### src/rtl/alu_seq.sv
// Sequential ALU with valid/ready handshakes, registered result and flags,
// iterative shifts and an optional shift-add multiplier.
module alu_seq #(
    parameter int WIDTH  = 16,
    parameter int MUL_EN = 1
) (
    input  logic             clk,
    input  logic             rst,
    input  logic             in_valid,
    output logic             in_ready,
    input  logic [WIDTH-1:0] A,
    input  logic [WIDTH-1:0] B,
    input  logic [3:0]       control,
    output logic             out_valid,
    input  logic             out_ready,
    output logic [WIDTH-1:0] Out,
    output logic             Zero,
    output logic             Carry,
    output logic             Overflow,
    output logic             Negative,
    output logic             busy
);

    localparam int SHW = $clog2(WIDTH);
    localparam int CW  = $clog2(WIDTH + 1);
    localparam bit MUL_ON = (MUL_EN != 0);

    localparam logic [3:0] OP_AND = 4'd0;
    localparam logic [3:0] OP_OR  = 4'd1;
    localparam logic [3:0] OP_ADD = 4'd2;
    localparam logic [3:0] OP_SUB = 4'd3;
    localparam logic [3:0] OP_NOT = 4'd4;
    localparam logic [3:0] OP_EQ  = 4'd5;
    localparam logic [3:0] OP_SHL = 4'd6;
    localparam logic [3:0] OP_SHR = 4'd7;
    localparam logic [3:0] OP_SLT = 4'd8;
    localparam logic [3:0] OP_MUL = 4'd9;

    typedef enum logic [1:0] {
        S_IDLE,
        S_BUSY,
        S_DONE
    } state_t;

    state_t               r_state;
    logic [3:0]           r_op;
    logic [WIDTH-1:0]     r_a;
    logic [2*WIDTH-1:0]   r_acc;
    logic [CW-1:0]        r_cnt;
    logic [WIDTH-1:0]     r_out;
    logic                 r_zero;
    logic                 r_carry;
    logic                 r_ovf;
    logic                 r_neg;
    logic                 r_inReady;
    logic                 r_outValid;
    logic                 r_busy;

    logic [SHW-1:0]       w_shAmt;
    logic                 w_isShift;
    logic                 w_startBusy;
    logic [WIDTH:0]       w_addFull;
    logic [WIDTH:0]       w_subFull;
    logic [WIDTH-1:0]     w_scOut;
    logic                 w_scCarry;
    logic                 w_scOvf;
    logic [WIDTH:0]       w_mulSum;
    logic [2*WIDTH-1:0]   w_mulNext;
    logic [2*WIDTH-1:0]   w_stepAcc;
    logic                 w_stepCarry;
    logic [WIDTH-1:0]     w_finOut;
    logic                 w_finCarry;
    logic                 w_finOvf;

    assign w_shAmt     = B[SHW-1:0];
    assign w_isShift   = (control == OP_SHL) || (control == OP_SHR);
    assign w_startBusy = (w_isShift && (w_shAmt != '0)) || ((control == OP_MUL) && MUL_ON);
    assign w_addFull   = {1'b0, A} + {1'b0, B};
    assign w_subFull   = {1'b0, A} - {1'b0, B};

    // Results of operations that complete directly from IDLE; a zero-length shift passes A through.
    always_comb begin
        w_scOut   = '0;
        w_scCarry = 1'b0;
        w_scOvf   = 1'b0;
        case (control)
            OP_AND: w_scOut = A & B;
            OP_OR:  w_scOut = A | B;
            OP_ADD: begin
                w_scOut   = w_addFull[WIDTH-1:0];
                w_scCarry = w_addFull[WIDTH];
                w_scOvf   = (A[WIDTH-1] == B[WIDTH-1]) && (w_addFull[WIDTH-1] != A[WIDTH-1]);
            end
            OP_SUB: begin
                w_scOut   = w_subFull[WIDTH-1:0];
                w_scCarry = w_subFull[WIDTH];
                w_scOvf   = (A[WIDTH-1] != B[WIDTH-1]) && (w_subFull[WIDTH-1] != A[WIDTH-1]);
            end
            OP_NOT: w_scOut = ~A;
            OP_EQ:  w_scOut = {{(WIDTH-1){1'b0}}, (A == B)};
            OP_SHL: w_scOut = A;
            OP_SHR: w_scOut = A;
            OP_SLT: w_scOut = {{(WIDTH-1){1'b0}}, ($signed(A) < $signed(B))};
            default: w_scOut = '0;
        endcase
    end

    // Multiplier keeps {high, low} in r_acc with the multiplier shifting out of the low end.
    assign w_mulSum  = {1'b0, r_acc[2*WIDTH-1:WIDTH]} + (r_acc[0] ? {1'b0, r_a} : {(WIDTH+1){1'b0}});
    assign w_mulNext = {w_mulSum, r_acc[WIDTH-1:1]};

    always_comb begin
        w_stepAcc   = w_mulNext;
        w_stepCarry = |w_mulNext[2*WIDTH-1:WIDTH];
        case (r_op)
            OP_SHL: begin
                w_stepAcc   = {{WIDTH{1'b0}}, r_acc[WIDTH-2:0], 1'b0};
                w_stepCarry = r_acc[WIDTH-1];
            end
            OP_SHR: begin
                w_stepAcc   = {{WIDTH{1'b0}}, 1'b0, r_acc[WIDTH-1:1]};
                w_stepCarry = r_acc[0];
            end
            default: ;
        endcase
    end

    assign w_finOut   = (r_state == S_BUSY) ? w_stepAcc[WIDTH-1:0] : w_scOut;
    assign w_finCarry = (r_state == S_BUSY) ? w_stepCarry : w_scCarry;
    assign w_finOvf   = (r_state == S_BUSY) ? 1'b0 : w_scOvf;

    // Control FSM; result and flags are written only on entry to DONE.
    always_ff @(posedge clk) begin
        if (rst) begin
            r_state    <= S_IDLE;
            r_op       <= '0;
            r_a        <= '0;
            r_acc      <= '0;
            r_cnt      <= '0;
            r_out      <= '0;
            r_zero     <= 1'b0;
            r_carry    <= 1'b0;
            r_ovf      <= 1'b0;
            r_neg      <= 1'b0;
            r_inReady  <= 1'b1;
            r_outValid <= 1'b0;
            r_busy     <= 1'b0;
        end else begin
            case (r_state)
                S_IDLE: begin
                    if (in_valid) begin
                        r_op      <= control;
                        r_a       <= A;
                        r_inReady <= 1'b0;
                        if (w_startBusy) begin
                            r_state <= S_BUSY;
                            r_busy  <= 1'b1;
                            r_cnt   <= w_isShift ? CW'(w_shAmt) : CW'(WIDTH);
                            r_acc   <= {{WIDTH{1'b0}}, (w_isShift ? A : B)};
                        end else begin
                            r_state    <= S_DONE;
                            r_outValid <= 1'b1;
                            r_out      <= w_finOut;
                            r_zero     <= (w_finOut == '0);
                            r_carry    <= w_finCarry;
                            r_ovf      <= w_finOvf;
                            r_neg      <= w_finOut[WIDTH-1];
                        end
                    end
                end
                S_BUSY: begin
                    r_acc <= w_stepAcc;
                    r_cnt <= r_cnt - CW'(1);
                    if (r_cnt == CW'(1)) begin
                        r_state    <= S_DONE;
                        r_busy     <= 1'b0;
                        r_outValid <= 1'b1;
                        r_out      <= w_finOut;
                        r_zero     <= (w_finOut == '0);
                        r_carry    <= w_finCarry;
                        r_ovf      <= w_finOvf;
                        r_neg      <= w_finOut[WIDTH-1];
                    end
                end
                S_DONE: begin
                    if (out_ready) begin
                        r_state    <= S_IDLE;
                        r_outValid <= 1'b0;
                        r_inReady  <= 1'b1;
                    end
                end
                default: begin
                    r_state    <= S_IDLE;
                    r_inReady  <= 1'b1;
                    r_outValid <= 1'b0;
                    r_busy     <= 1'b0;
                end
            endcase
        end
    end

    assign in_ready  = r_inReady;
    assign out_valid = r_outValid;
    assign busy      = r_busy;
    assign Out       = r_out;
    assign Zero      = r_zero;
    assign Carry     = r_carry;
    assign Overflow  = r_ovf;
    assign Negative  = r_neg;

endmodule

### config.mk
export PLATFORM = sky130hd
export DESIGN_NAME = alu_seq
export DESIGN_NICKNAME = d
export VERILOG_FILES = /design/src/rtl/alu_seq.sv
export SDC_FILE = /design/constraint.sdc
export NUM_CORES = 1
export LEC_CHECK = 0
export CORE_AREA = 2 2 119 121
export CTS_CLUSTER_DIAMETER = 60
export DETAILED_ROUTE_END_ITERATION = 16
export DIE_AREA = 0 0 121 123
export PLACE_DENSITY = 0.79
export SKIP_LAST_GASP = 1
export SYNTH_ARGS = -nofsm -noshare
export SYNTH_HDL_FRONTEND = slang
export SYNTH_SLANG_ARGS = --single-unit
### constraint.sdc
create_clock -name clk -period 3.35 [get_ports clk]
set_input_delay 0.5025 -clock clk [delete_from_list [all_inputs] [get_ports clk]]
set_output_delay 0.5025 -clock clk [all_outputs]
set_load 0.05 [all_outputs]
[Yosys cells after proc, flatten, opt, wreduce, memory -nomap -nowiden]
Index checks and enable logic that the tools add are counted.
Operators by class
  $add $sub $neg: 4
  multiply operators: 0
  div/mod/pow operators: 0
  magnitude comparators: 1
  equal/unequal tests: 24
  shift operators: 0
  multiplexer cells: 54
  bitwise logic cells: 5
  reduce and logical (&&, ||, !) cells: 19
Operator list (count)
  16-bit one-hot mux with 8 select lines: 1
  32-bit one-hot mux with 2 select lines: 2
  16-bit two-way mux: 6
  32-bit two-way mux: 2
  16-bit by 16-bit adder with 17-bit output: 2
  16-bit one-hot mux with 2 select lines: 1
  4-bit by 3-bit == test with 1-bit output, second input constant: 6
  1-bit two-way mux: 23
  16-bit by 16-bit subtractor with 17-bit output: 1
  16-bit bitwise AND: 1
  16-bit == test: 1
  16-bit logical NOT: 1
  16-bit less-than comparator: 1
  16-bit inverter: 1
  16-bit OR: 1
  16-bit OR reduction: 1
  5-bit two-way mux: 3
  1-bit one-hot mux with 2 select lines: 7
  4-bit AND reduction: 3
  5-bit one-hot mux with 2 select lines: 1
  1-bit one-hot mux with 3 select lines: 3
  3-bit AND reduction: 3
  4-bit by 2-bit == test with 1-bit output, second input constant: 2
  4-bit == test, second input constant: 2
  other kinds (20): 32
Word-level totals
  flip-flop bits (word level): 82
  bits in latches: 0
  memory bits (writable): 0
  ROM bits: 0
  output and inout port bits: 23
  memories kept: 0

[Longest topological paths before layout]
  depth after elaboration: 8
  mapped depth: 14

[Worst setup path before layout]
Ideal clock, no wire load.
  path type: in2reg
  start point: input port A[0]
  end point: register r_zero (netlist: Zero)
  setup time: 0.084 ns
  arrival: 3.293 ns
  required time: 3.266 ns
  path slack: -0.028 ns
  stages on the path: 10
  path buffers: 0
  cells stage by stage: ha_1 fa_1 a21o_1 a221o_1 a221o_1 a221o_1 or4_1 nor4_1 nand4_1 o31ai_2
Between the ends
  longest elaborated chain between the ends: 7
  elaborated cells between the ends (all ways): 14
  classes of those cells: 2 x add/sub; 1 x order compare; 1 x eq/ne; 6 x mux; 3 x bitwise; 1 x reduce/logical
RTL lines
  start, declared: RTL line 11  | input logic [WIDTH-1:0] A,
  16-bit by 16-bit subtractor with 17-bit output (tied with other cells): RTL line 79  | assign w_subFull = {1'b0, A} - {1'b0, B};
  16-bit one-hot mux with 8 select lines *: RTL line 86  | case (control)
  16-bit two-way mux *: RTL line 128  | assign w_finOut = (r_state == S_BUSY) ? w_stepAcc[WIDTH-1:0] : w_scOut;
  16-bit logical NOT *: RTL line 164, 179
  1-bit two-way mux: RTL line 155  | if (w_startBusy) begin
  1-bit two-way mux: RTL line 151  | if (in_valid) begin
  1-bit one-hot mux with 2 select lines *: RTL line 149  | case (r_state)
  end signal, assigned: RTL line 164  | r_zero <= (w_finOut == '0);
  end signal, assigned: RTL line 179  | r_zero <= (w_finOut == '0);
  end, declared: RTL line 51  | logic r_zero;
Mark *: on every way between the ends. The rest lies on a longest branch, timed or not. The select of a mux whose other input is x is not followed.
A chain may end at the register's enable or synchronous reset.

[Worst setup path in the final report]
  start point: input port A[1]
  end point: register r_zero (netlist: Zero)
The elaborated chain is that of the path after synthesis.

==> impl_metrics.csv <==
group,metric,value,unit
status,status,"complete, no violations",
placement,dp_hpwl,20180,microns
route,wl,27120,microns
global_routing,grt_antenna_before_repair,0,
synth,synth_flop_cell,"dfxtp_1",
final_layout,fin_nets,1352,
global_routing,grt_pass1_vias,7963,
timing,grt_setup_unrepaired,"yes",
setup_path,r2r_start,"r_acc[0]$_SDFFE_PP0P_",
timing,layout_setup_ws,0.01683,ns
final_layout,nFillCells,1024,
timing,period_needed,3.333,ns
setup_path,worst_ep_required_time,3.61,ns
final_layout,post-route-cell-area,10120,sq um
timing,finalSetupTns,0,ns
route,drt_iter0_drc,1169,
die,fp.dieH,123,microns
setup_path,crit_buf_inv,2,
route,vias,8809,
power_and_ir_drop,ir_drop,271.5,uV
synth,synth_edf_count,0,
timing,finalMaxSlewViolations,0,
setup_path,critPathMostFrequentCell,"a221o_1",
timing,skew,0.008080,ns
synth,synth_area_leaders,"dfxtp_1 22%, ha_1 12%, a21oi_1 7.7%",
die,coreArea,13610,sq um
placement,numPortBuffers,62,
die,io_pins,63,
min_path,worst_hold_path.num_cells,2,
clock_network,clock-root-buffer,"clkbuf_16",
die,rows,43,
clock_network,cts_buffers,9,
placement,place_ws,-0.6966,ns
setup_path,path_max_fanout,3,
setup_path,worst_setup_path_start_kind,"primary input",
route,via_per_inst,6.199,
timing,setup-violations-final,0,
clock_network,h-tree-depth,3,
synth,yosysTopAreaCellShare,22.34,%
setup_path,reg2regPathDepth,13,
final_layout,multi_input_area,5487,sq um
final_layout,regArea,1623,sq um
synth,ys_seq_area_share,22.34,%
die,initial_core_util,53.32,%
min_path,hold_class,"reg2reg",
setup_path,cpPeakStageDelay,0.50,ns
setup_path,r2r_end,"Carry$_SDFFE_PP0P_",
clock_network,clk_pin_slew,0.06,ns
timing,period_share,99.50,%
final_layout,synthToLayoutAreaGrowth,39.46,%
clock_network,clock_path_buffers,2,
global_routing,grt_max_degree,82,
min_path,worstHoldEndpoint,"r_a[15]$_SDFFE_PP0P_",
placement,gp_congestion,0.9927,
die,die_x,121,microns
clock_network,cts_num_sinks,81,
setup_path,startpoint,"A[1]",
setup_path,crit_path_end_kind,"flip-flop",
synth,yosysWarnings,0,
setup_path,cp_top_family,"compound AO/OA/AOI/OAI gates",
global_routing,grt_pass1_wl,40370,microns
setup_path,rrSetupSlack,0.02,ns
synth,ys_ff_latch,81,
setup_path,critical_path_class,"in2reg",
global_routing,gr-total-overflow,0,
timing,hold_viol,0,
power_and_ir_drop,p_per_area,319.9,nW/um^2
timing,fmax,300.0,MHz
setup_path,crit_arrival,3.59,ns
die,die_area,14880,sq um
synth,syn_inst,1016,
global_routing,grt_util_all_layers,34.51,%
route,drc,0,
timing,worstMarginPinSlew,0.8665,ns
synth,synthesis.nets,1131,
synth,yosysTopAreaCell,"dfxtp_1",
final_layout,n_antenna_cell,0,
synth,synthesis.area,7258,sq um
min_path,min-delay-start,"r_a[15]$_SDFFE_PP0P_",
job,cap_violations,0,
clock_network,cts_tree,"built",
route,dr.pass1.iters,7,
synth,synth_cell_types,77,
synth,async_flop_share,0,%
synth,syn_area_per_cell,7.144,sq um
route,ant_nets,0,
clock_network,ctsHoldBuffers,0,
setup_path,cp_slowest_cell,"or4_4",
placement,place_area,9359,sq um
clock_network,clk_latency,0.34,ns
timing,max-slew-margin-rel,42.23,%
route,wl_per_cell,19.09,microns
setup_path,path_cells,"dlygate4sd2_1, buf_4, fa_2, a21o_1, a221o_1, a221o_1, a221o_1, or4_4, nor4_4, nand4_1, o31ai_2",
final_layout,drive_above_1_share,26.67,%
power_and_ir_drop,power_leakage,4.514,nW
==> synth_stat cells, types with 17 or more instances <==
cell,count
a211oi_1,17
a21o_1,20
a21oi_1,111
a22oi_1,27
and2_1,18
clkbuf_1,49
dfxtp_1,81
ha_1,72
inv_1,59
nand2_1,131
nand3_1,26
nor2_1,107
nor3_1,36
o21ai_0,57
xnor2_1,17
==> worst max path at each step <==
stage / depth (start not counted) / slack, ns / end
2_1_floorplan: 10 / 0.03 / Zero$_SDFFE_PP0P_
3_3_place_gp: 11 / -0.59 / Zero$_SDFFE_PP0P_
3_5_place_dp: 11 / -0.70 / Zero$_SDFFE_PP0P_
4_1_cts: 13 / -0.03 / Zero$_SDFFE_PP0P_
5_1_grt: 17 / -0.09 / Carry$_SDFFE_PP0P_
6_report: 11 / 0.02 / Zero$_SDFFE_PP0P_
==> power by group <==
| group | total (W) | switching [W] | internal [W] |
|---|---|---|---|
| registers | 0.00106 | 0.0000408 | 0.00102 |
| clock network | 0.000931 | 0.000411 | 0.000520 |
| logic | 0.00125 | 0.000696 | 0.000550 |
==> worst reg2reg max path: stages (launching register included) <==
cell      delay, ns
dfxtp_1        0.33
and2_4         0.15
ha_4           0.16
fa_2           0.35
a21o_1         0.19
a21oi_2        0.18
o21ai_2        0.13
a21oi_2        0.18
xnor2_2        0.15
nand4_1        0.11
or4_4          0.55
or4_4          0.45
nor4_4         0.13
a311oi_1       0.11
==> stage by stage <==
stage / std cells / total power, W / util (%) / hold WS (ns)
after floorplan: 1016 / 0.001702 / - / 0.4311
after global placement: 1399 / 0.002180 / 68.76 / 0.4381
after detailed placement: 1399 / 0.002200 / 68.76 / 0.4433
after CTS: 1416 / 0.003142 / 71.89 / 0.4510
after global routing: 1421 / 0.003361 / 74.36 / 0.4684
final: 1421 / 0.003238 / 74.36 / 0.4506
==> logic make-up after synthesis <==
group | share of synthesized area [%]
xor+xnor | 2.896
buf+inv | 7.792
mux | 1.862
fa+ha+maj | 13.24
simple gates | 23.91
flops | 22.34
compound gates | 27.96
==> cell type report <==
type,count,area share (%)
multi-input cells,807,54.20
inverters,59,2.188
clock buffers,11,2.398
clock inverters,4,0.2843
well taps,180,2.225
flip-flops and latches,81,16.03
repair buffers,279,22.67
==> layout by cell type (no fill, tap or decap), drive strengths merged, types with 6 or more instances in the layout <==
cell           netlist  routed
o21ai               59      59
inv                 59      60
xor2                 7       7
nand2              131     131
nor4                 8       8
a211oi              17      17
a31oi               10      10
nor2b                9       9
buf                 16     218
clkbuf              53      13
xnor2               17      17
and2                19      19
clkdlybuf4s50        0      48
nand2b               9       9
a21oi              112     112
ha                  72      72
o22ai                9       9
o21bai               8       8
nor2               108     108
dfxtp               81      81
o21a                 7       7
nand4                6       6
a221oi               7       7
nand3               26      26
nor3                36      36
dlymetal6s2s         0       8
a21o                21      21
a22oi               27      27
==> layer usage <==
metal / share of wire [%] / GRT usage (%) / up-vias / routed length (microns)
met5: 0 / 0 / - / 0
met2: 47 / 56.78 / 516 / 12630
li1: - / - / 4035 / -
met3: 8.8 / 5.996 / 91 / 2391
met1: 40 / 44.90 / 4167 / 10950
met4: 4.2 / 13.95 / 0 / 1147
==> repair_timing <==
action / in CTS / in global routing
hold endpoints to repair: 0 / 0
setup buffers: 2 / 5
setup endpoints to repair: 9 / 10
gates resized for setup: 33 / 87
pin swaps: 9 / 37
==> registers in the layout, summed over array words and instances (netlist names), 2 cells and up <==
register and count:
r_acc 32, r_cnt 5, Out 15, r_a 16, r_op 4, r_state 2
Note: power is estimated with default switching activity, not from simulation.
